[src/rtl/instr_fetch_pkg.sv]
// Shared constants, entry type and address helpers for the instruction fetch slice.
package instr_fetch_pkg;

    localparam int              IMEM_ADDR_W      = 32;
    localparam logic [31:0]     NOP_INSTR        = 32'h0000_0013;
    localparam logic [31:0]     RESET_PC_DEFAULT = 32'h0000_0000;

    typedef struct packed {
        logic [IMEM_ADDR_W-1:0] pc;
        logic [31:0]            instr;
    } fetch_entry_t;

    localparam int ENTRY_W = $bits(fetch_entry_t);

    function automatic logic [IMEM_ADDR_W-1:0] word_align(input logic [IMEM_ADDR_W-1:0] addr);
        return addr & 32'hFFFF_FFFC;
    endfunction

    function automatic logic [IMEM_ADDR_W-1:0] next_pc(input logic [IMEM_ADDR_W-1:0] pc);
        return pc + 32'd4;
    endfunction

endpackage

[src/rtl/ifetch_fifo.sv]
// Synchronous FIFO with flush; holds fetched {pc, instr} entries and reports its fill level.
module ifetch_fifo #(
    parameter int               WIDTH      = 64,
    parameter int               DEPTH      = 2,
    parameter logic [WIDTH-1:0] RESET_WORD = '0
) (
    input  logic                   clk,
    input  logic                   rst,
    input  logic                   flush,
    input  logic                   push,
    input  logic [WIDTH-1:0]       push_data,
    input  logic                   pop,
    output logic [WIDTH-1:0]       head_data,
    output logic                   empty,
    output logic [$clog2(DEPTH):0] count
);
    localparam int AW = $clog2(DEPTH);

    logic [WIDTH-1:0] mem_r [DEPTH];
    logic [AW-1:0]    rd_ptr_r;
    logic [AW-1:0]    wr_ptr_r;
    logic [AW:0]      count_r;
    logic             do_push_s;
    logic             do_pop_s;

    // Accept a push when a slot is free or one is vacated in the same cycle.
    always_comb begin
        do_pop_s  = pop && (count_r != '0);
        do_push_s = push && ((count_r != (AW+1)'(DEPTH)) || do_pop_s);
    end

    // Entry storage; reset contents define what the idle head shows.
    always_ff @(posedge clk) begin
        if (rst) begin
            for (int i = 0; i < DEPTH; i++) begin
                mem_r[i] <= RESET_WORD;
            end
        end else if (do_push_s && !flush) begin
            mem_r[wr_ptr_r] <= push_data;
        end
    end

    // Pointers and fill level; flush empties the queue without touching storage.
    always_ff @(posedge clk) begin
        if (rst || flush) begin
            rd_ptr_r <= '0;
            wr_ptr_r <= '0;
            count_r  <= '0;
        end else begin
            if (do_push_s) begin
                wr_ptr_r <= wr_ptr_r + AW'(1'b1);
            end
            if (do_pop_s) begin
                rd_ptr_r <= rd_ptr_r + AW'(1'b1);
            end
            count_r <= count_r + (AW+1)'(do_push_s) - (AW+1)'(do_pop_s);
        end
    end

    assign head_data = mem_r[rd_ptr_r];
    assign empty     = (count_r == '0);
    assign count     = count_r;

endmodule

[src/rtl/instr_fetch.sv]
// Instruction fetch: credit-limited sequential requests, in-order response buffering, redirect flush.
// Optional IFETCH_ALIGN_CHK_EN turns misaligned redirect targets into a sticky fault entry.
module instr_fetch
    import instr_fetch_pkg::*;
#(
    parameter logic [IMEM_ADDR_W-1:0] RESET_PC   = RESET_PC_DEFAULT,
    parameter int                     FIFO_DEPTH = 2
) (
    input  logic                   clk,
    input  logic                   rst,
    output logic                   imem_req_valid,
    input  logic                   imem_req_ready,
    output logic [IMEM_ADDR_W-1:0] imem_req_addr,
    input  logic                   imem_resp_valid,
    input  logic [31:0]            imem_resp_data,
    input  logic                   redirect_valid,
    input  logic [IMEM_ADDR_W-1:0] redirect_pc,
    output logic                   out_valid,
    input  logic                   out_ready,
    output logic [31:0]            out_instr,
    output logic [IMEM_ADDR_W-1:0] out_pc,
    output logic                   out_misalign
);
    localparam int          CW           = $clog2(FIFO_DEPTH) + 1;
    localparam logic [CW:0] CREDIT_LIMIT = (CW+1)'(FIFO_DEPTH);

    logic [IMEM_ADDR_W-1:0] pc_r;
    logic [CW-1:0]          outstanding_r;
    logic [CW-1:0]          drop_cnt_r;
    logic [CW-1:0]          fifo_count_s;
    logic [CW:0]            credit_used_s;
    logic [IMEM_ADDR_W-1:0] redirect_pc_s;
    logic [IMEM_ADDR_W-1:0] resp_pc_s;
    logic                   req_valid_s;
    logic                   req_fire_s;
    logic                   push_s;
    logic                   pop_s;
    logic                   fifo_empty_s;
    logic                   fault_s;
    logic                   fault_out_s;
    fetch_entry_t           push_entry_s;
    fetch_entry_t           head_entry_s;

`ifdef IFETCH_ALIGN_CHK_EN
    logic fault_r;
    logic fault_out_r;

    // Sticky misalign fault plus the single synthetic entry it presents to decode.
    always_ff @(posedge clk) begin
        if (rst) begin
            fault_r     <= 1'b0;
            fault_out_r <= 1'b0;
        end else if (redirect_valid) begin
            fault_r     <= (redirect_pc[1:0] != 2'b00);
            fault_out_r <= (redirect_pc[1:0] != 2'b00);
        end else if (fault_out_r && out_ready) begin
            fault_out_r <= 1'b0;
        end
    end

    assign redirect_pc_s = redirect_pc;
    assign fault_s       = fault_r;
    assign fault_out_s   = fault_out_r;
`else
    assign redirect_pc_s = word_align(redirect_pc);
    assign fault_s       = 1'b0;
    assign fault_out_s   = 1'b0;
`endif

    // Credits count both in-flight reads and buffered words, so a response always finds a slot.
    always_comb begin
        credit_used_s = {1'b0, outstanding_r} + {1'b0, fifo_count_s};
        req_valid_s   = !rst && !redirect_valid && !fault_s && (credit_used_s < CREDIT_LIMIT);
        req_fire_s    = req_valid_s && imem_req_ready;
        push_s        = imem_resp_valid && (drop_cnt_r == '0) && !redirect_valid;
        pop_s         = out_ready && !fifo_empty_s && !fault_out_s;
    end

    // Oldest in-flight request sits outstanding words behind the fetch PC.
    assign resp_pc_s    = pc_r - {{(IMEM_ADDR_W-CW-2){1'b0}}, outstanding_r, 2'b00};
    assign push_entry_s = '{pc: resp_pc_s, instr: imem_resp_data};

    // Fetch PC, in-flight count and stale-response drop count.
    always_ff @(posedge clk) begin
        if (rst) begin
            pc_r          <= RESET_PC;
            outstanding_r <= '0;
            drop_cnt_r    <= '0;
        end else begin
            outstanding_r <= outstanding_r + CW'(req_fire_s) - CW'(imem_resp_valid);
            if (redirect_valid) begin
                pc_r       <= redirect_pc_s;
                drop_cnt_r <= outstanding_r - CW'(imem_resp_valid);
            end else begin
                if (req_fire_s) begin
                    pc_r <= next_pc(pc_r);
                end
                if (imem_resp_valid && (drop_cnt_r != '0)) begin
                    drop_cnt_r <= drop_cnt_r - CW'(1'b1);
                end
            end
        end
    end

    ifetch_fifo #(
        .WIDTH      (ENTRY_W),
        .DEPTH      (FIFO_DEPTH),
        .RESET_WORD ({RESET_PC, NOP_INSTR})
    ) u_fifo (
        .clk       (clk),
        .rst       (rst),
        .flush     (redirect_valid),
        .push      (push_s),
        .push_data (push_entry_s),
        .pop       (pop_s),
        .head_data (head_entry_s),
        .empty     (fifo_empty_s),
        .count     (fifo_count_s)
    );

    // Decode sees the FIFO head, or the synthetic fault entry while it is pending.
    always_comb begin
        if (fault_out_s) begin
            out_pc    = pc_r;
            out_instr = NOP_INSTR;
        end else begin
            out_pc    = head_entry_s.pc;
            out_instr = head_entry_s.instr;
        end
    end

    assign out_valid      = fault_out_s || !fifo_empty_s;
    assign out_misalign   = fault_out_s;
    assign imem_req_valid = req_valid_s;
    assign imem_req_addr  = pc_r;

endmodule
[config.mk]
export PLATFORM = sky130hd
export DESIGN_NAME = instr_fetch
export DESIGN_NICKNAME = d
export VERILOG_FILES = /design/src/rtl/instr_fetch_pkg.sv /design/src/rtl/ifetch_fifo.sv /design/src/rtl/instr_fetch.sv
export SDC_FILE = /design/constraint.sdc
export NUM_CORES = 1
export LEC_CHECK = 0
export BUFFER_PORTS_ARGS = -buffer_cell sky130_fd_sc_hd__buf_2
export CAP_MARGIN = 5
export CORE_ASPECT_RATIO = 1.4
export CORE_MARGIN = 4
export CORE_UTILIZATION = 30
export CTS_BUF_LIST = sky130_fd_sc_hd__clkbuf_4 sky130_fd_sc_hd__clkbuf_8
export CTS_CLUSTER_DIAMETER = 150
export DETAILED_ROUTE_END_ITERATION = 8
export SLEW_MARGIN = 20
export SYNTH_ARGS = -nofsm -noshare
export SYNTH_HDL_FRONTEND = slang
export SYNTH_SLANG_ARGS = --single-unit
export TNS_END_PERCENT = 30
[constraint.sdc]
create_clock -name clk -period 6 [get_ports clk]
set_clock_uncertainty 0.1 [all_clocks]
set_input_delay 1.2 -clock clk [delete_from_list [all_inputs] [get_ports clk]]
set_output_delay 1.2 -clock clk [all_outputs]
set_load 0.01 [all_outputs]
==> metrics.cfg, run 1 <==
[clock_network]
clock_path_buffers=2
postCtsHoldBufs=0
ctsResizeCount=0
post-cts-setup-buffers=0
cts_sinks=163
cts_tree=yes
cts_max_level=4
clk_pin_slew_ps=80
cts-root-buf=clkbuf_8
numCtsBuffers=17
insertion_delay_ps=460

[floorplanning]
die_h_um=205.5
dieWidth_um=149.0
std_cell_rows=72
fp.coreArea_mm2=0.02757
die_area_mm2=0.03062
initial_utilization_pct=30.31
ios=169

[routing]
num_vias=5789
wl_per_cell_um=16.48
ant_nets=0
dr.pass1.iters=4
viasPerCell=4.654
wirelength_um=20500
drtIter0Drc=238
drc=0

[sta]
grt_setup_unrepaired=no
fmax_mhz=264.8
drv_slew=0
setup_viol=0
setup-tns-final_ps=0
max-slew-margin-rel_pct=41.08
period_needed_ps=3776
period_share_pct=62.93
hold_violations=0
max_slew.worst_pin.slew_ps=883.8

[global_routing]
overflow=0
grt_pass1_wl_um=30860
grt_max_degree=41
antenna_found_initial=0
track_usage_pct=13.21
grt_pass1_vias=5629

[synth]
ys_seq_area_share_pct=53.92
synthArstFlopShare_pct=0
ys_dominant_reg_cell=edfxtp_1
yosysTopAreaCellShare_pct=44.57
synth_warnings=0
synth.distinct_cells=57
synth_seq_cells=163
synth_edf_count=124
synth_area_leaders=edfxtp_1 45%, dfxtp_1 9.3%, mux2_2 8.5%
syn_inst=731
syn_area_mm2=0.008354
synth.avg_cell_area_um2=11.43
synth_area_leader_cell=edfxtp_1

[setup_path]
cp-start-kind=flip-flop
arrival_ps=2480
end_kind=output pin
path_max_fanout=32
reg2reg_depth=10
cp.required_ps=4700
path_class=flip-flop to output pin

[final_layout]
diodes=0
design_area_mm2=0.009744
drive_gt1_share_pct=33.87
fin_nets=942
syn_to_final_growth_pct=16.64

[placed_design]
hpwl_um=14770
placement.io_buffers=161
gp_congestion=0.8023
place_area_mm2=0.009397

[power]
peakVddDrop_mv=0.1295
p_leak_nw=3.707
powerDensity_mw_per_mm2=249.2

[hold_path]
holdPathStages=2
hp-class=flip-flop to flip-flop

[run]
max_cap_viol_count=0

[status]
status=complete, no violations

[worst paths after layout]
path | startpoint | to | slack, ps
worst min-delay path | u_fifo.rd_ptr_r | flip-flop | 430
worst max register to register | outstanding_r[0] | outstanding_r[0] | 2770
worst min register to register | u_fifo.rd_ptr_r | flip-flop | 430
worst max-delay path | flip-flop | out_pc[9] | 2220
[area by class of cell]
cell class              count  area, um^2
clock inverters            15       108.9
repair buffers            168       858.3
well taps                 370       462.9
multi-input cells         491        3500
inverters                  20       75.07
fillers                  2844       17820
clock buffers              17       234.0
flip-flops and latches    163        4506
[state kept, by name, summed over array words and instances (netlist names), named ones only]
register,flops
u_fifo.count,2
u_fifo.mem_r,124
u_fifo.rd_ptr_r,1
drop_cnt_r,2
outstanding_r,2
u_fifo.wr_ptr_r,1
imem_req_addr,30
[worst max-delay path, cell delays in order, from the launching register on]
cell     delay [ps]
dfxtp_2         880
buf_4           540
mux2_2          430
buf_2           150
[logic make-up (layout without fill, tap and decap cells)]
logic type / count (synthesis) / count (layout) / share of synthesized area, %
adders and majority gates: 11 / 11 / 1.827
buffers and inverters: 81 / 220 / 4.523
AOI/OAI and AO/OA: 56 / 56 / 4.403
other: 1 / 5 / 0.04489
muxes: 65 / 65 / 8.731
DFF: 163 / 163 / 53.92
xor gates and xnor gates: 55 / 55 / 5.766
and+or+nand+nor: 299 / 299 / 20.79
[cell usage after synthesis (7+ instances only)]
cell type  number
a31oi_1         9
a211oi_1        8
nand2b_1        9
nand3_1        13
nor4_1          7
xnor2_1        43
dfxtp_1        39
nor3_1         14
ha_1            9
nand2_1        27
and2_1         65
xor2_1         12
clkbuf_1       33
buf_2          14
buf_4           9
nand4_1         9
edfxtp_1      124
a21oi_1        16
nor2_1        101
mux2_2         63
inv_1          19
[layer usage]
metal	up-vias	global-route usage [%]	wire length, um
li1	2831	-	-
met1	2768	15.94	8462
met2	164	22.93	10560
met3	26	2.886	1015
met4	0	5.103	457
met5	-	0	0
[power by group]
part / internal (mW) / switching (mW) / leakage [nW]
registers: 1.28 / 0.0560 / 1.59
logic: 0.159 / 0.216 / 1.93
clock network: 0.290 / 0.428 / 0.180
total: 1.73 / 0.700 / 3.71
[layout by cell type (no fill, tap or decap), drive strengths merged, types with 2 or more instances in the layout]
cell type / n
conb: 5
nand2b: 9
a32oi: 2
inv: 25
nand4b: 2
nor2: 102
xnor2: 43
and3: 3
clkbuf: 17
o21a: 6
nand3: 16
nor4: 15
and2: 65
or4: 5
mux2i: 2
nor4b: 8
a31oi: 9
o22ai: 3
o311ai: 2
nor3: 16
clkinv: 9
ha: 9
nand4: 10
a211oi: 10
fa: 2
or3: 6
buf: 168
nand3b: 2
dfxtp: 39
xor2: 12
and4: 2
o21ai: 6
nand2: 27
or2: 5
nor2b: 3
edfxtp: 124
a21oi: 16
mux2: 63
[through the flow]
stage,setup slack (ps),instances,util (%),hold slack (ps),power [mW]
6_report,2224,1244,35.35,430.9,2.428
5_1_grt,2052,1244,35.35,467.8,2.553
4_1_cts,2120,1244,35.33,443.5,2.462
3_5_place_dp,1987,1212,34.09,417.4,1.743
3_3_place_gp,1978,1212,34.09,396.5,1.737
2_1_floorplan,2323,735,-,381.1,1.601
Power figures use the tool's default switching activity.
==> inputs of run 2 (changes only) <==
==> constraint.sdc (replaced) <==
create_clock -name clk -period 3.6 [get_ports clk]
set_clock_uncertainty 0.1 [all_clocks]
set_input_delay 0.72 -clock clk [delete_from_list [all_inputs] [get_ports clk]]
set_output_delay 0.72 -clock clk [all_outputs]
set_load 0.01 [all_outputs]
==> metrics.cfg, run 2 (synthesis results as in run 1) <==
[status]
status=complete, no violations

[placed_design]
hpwl_um=15250  ; +3.2%
placement.io_buffers=161  ; unchanged
gp_congestion=0.8194  ; +2.1%

[sta]
max-slew-margin-rel_pct=51.37  ; +10 points
max_slew.worst_pin.slew_ps=723.9  ; -159.8 ps
period_share_pct=79.45
setup_viol=0  ; unchanged
fmax_mhz=349.6
grt_setup_unrepaired=no
hold_violations=0  ; unchanged
setup-tns-final_ps=0  ; unchanged
drv_slew=0  ; unchanged
period_needed_ps=2860

[final_layout]
final_common_cell=buf_2
diodes=0  ; unchanged
drive_gt1_share_pct=34.50  ; +0.63 points
final_util_pct=35.83  ; +0.48 points
fin_nets=952  ; +1.1%
syn_to_final_growth_pct=18.21
regArea_mm2=0.004506  ; unchanged
layout_common_cells=161 x buf_2, 124 x edfxtp_1, 100 x nor2_1
largest_reg_flops=124  ; unchanged
regMostFlops=u_fifo.mem_r
multi_input_comb_area_mm2=0.003495  ; -0.14%
fillers=2823  ; -0.74%

[clock_network]
cts-root-buf=clkbuf_8
cts_max_level=4  ; unchanged
post-cts-setup-buffers=0  ; unchanged
ctsResizeCount=0  ; unchanged
clock_path_buffers=2  ; unchanged
cts_sinks=163  ; unchanged
cts_tree=yes
postCtsHoldBufs=0  ; unchanged
insertion_delay_ps=460  ; about the same
clk_pin_slew_ps=90  ; about the same
numCtsBuffers=17  ; unchanged

[routing]
ant_nets=0  ; unchanged
num_vias=5835  ; +0.79%
drtIter0Drc=186  ; -22%
viasPerCell=4.653  ; about the same
drc=0  ; unchanged
wl_per_cell_um=16.62  ; +0.85%
dr.pass1.iters=4  ; unchanged
wirelength_um=20840  ; +1.7%

[floorplanning]
initial_utilization_pct=30.31  ; unchanged
fp.coreArea_mm2=0.02757  ; unchanged
die_area_mm2=0.03062  ; unchanged
die_h_um=205.5  ; unchanged
std_cell_rows=72  ; unchanged
dieWidth_um=149.0  ; unchanged
ios=169  ; unchanged

[setup_path]
cp_top_family=adder cells
crit_buf_inv=3  ; +1
cp.required_ps=3830  ; -870 ps
path_class=flip-flop to flip-flop
startpoint=outstanding_r[0]
slowest_delay_ps=480  ; -400 ps
reg2reg_setup_slack_ps=740  ; -2030 ps
crit_path_top_delay_cell=or3b_1
reg2reg_depth=10  ; unchanged
arrival_ps=3090  ; +610 ps
end_kind=flip-flop
path_cells=inv_1 -> nor2_1 -> fa_1 -> or3b_1 -> nor2_4 -> inv_2 -> ha_1 -> inv_1 -> ha_1 -> nor2b_1
path_max_fanout=10  ; -69%
cp-start-kind=flip-flop
r2r_start=outstanding_r[0]
regToRegEndpoint=outstanding_r[0]
endpoint=outstanding_r[0]
worstSetupPathDepth=10  ; +7

[run]
max_cap_viol_count=0  ; unchanged

[global_routing]
grt_max_degree=49  ; +20%
track_usage_pct=13.47  ; +0.26 points
overflow=0  ; unchanged
grt_pass1_wl_um=31820  ; +3.1%
antenna_found_initial=0  ; unchanged
grt_pass1_vias=5791  ; +2.9%

[hold_path]
hp-class=input pin to flip-flop

[power]
p_leak_nw=3.767  ; +1.6%
peakVddDrop_mv=0.2195  ; +69%
powerDensity_mw_per_mm2=422.3  ; +69%

==> run 2: changes by cell type in the layout (fill, tap and decap cells not counted), moves of 2 or more <==
cell and delta:
clkinv_2 -3, inv_6 -2, buf_12 +2, clkinvlp_2 +2
bufinv_16 +2, buf_4 +8
==> run 2: worst min-delay path, delay by kind of cell <==
| family | cells | cell delay (ps) |
|---|---|---|
| buffers and inverters | 1 | 90 |
| AOI/OAI and AO/OA | 2 | 110 |
==> run 2: worst min path at each step <==
| stage | startpoint | endpoint | cells after the start |
|---|---|---|---|
| 2_1_floorplan | u_fifo.rd_ptr_r | flip-flop | 2 |
| 3_3_place_gp | u_fifo.rd_ptr_r | u_fifo.rd_ptr_r | 2 |
| 3_5_place_dp | u_fifo.rd_ptr_r | u_fifo.rd_ptr_r | 2 |
| 4_1_cts | redirect_pc[31] | imem_req_addr[31] | 3 |
| 5_1_grt | redirect_pc[14] | imem_req_addr[14] | 3 |
| 6_report | redirect_pc[31] | imem_req_addr[31] | 3 |
==> run 2: metrics by stage <==
step	setup WS (ps)	hold WS [ps]	std cells	area, um^2	power, mW
6_report	739.9	383.7	1254	9876	4.170
5_1_grt	547.5	378.1	1254	9876	4.364
4_1_cts	693.7	347.7	1254	9876	4.228
3_5_place_dp	742.1	409.1	1222	9497	2.925
3_3_place_gp	764.7	398.3	1222	9497	2.912
2_1_floorplan	403.2	381.1	735	8369	2.669
==> run 2: cell type report <==
class                   instances  share of cell area (%)
clock buffers                  18                   2.445
clock inverters                14                   1.394
inverters                      20                  0.7602
multi-input cells             491                   35.39
flip-flops and latches        163                   45.62
well taps                     370                   4.688
repair buffers                178                   9.705
==> run 2: routing by layer <==
layer | part of all wire, % | GRT usage [%] | vias up
li1 | - | - | 2837
met1 | 41 | 15.85 | 2818
met2 | 52 | 24.42 | 158
met3 | 4.5 | 2.644 | 22
met4 | 2.0 | 4.514 | 0
met5 | 0 | 0 | -
==> run 2: where the power goes <==
| part | switching [mW] | internal (mW) |
|---|---|---|
| clock | 0.680 | 0.618 |
| sequential | 0.0912 | 2.13 |
| combinational | 0.370 | 0.279 |
| total | 1.14 | 3.03 |
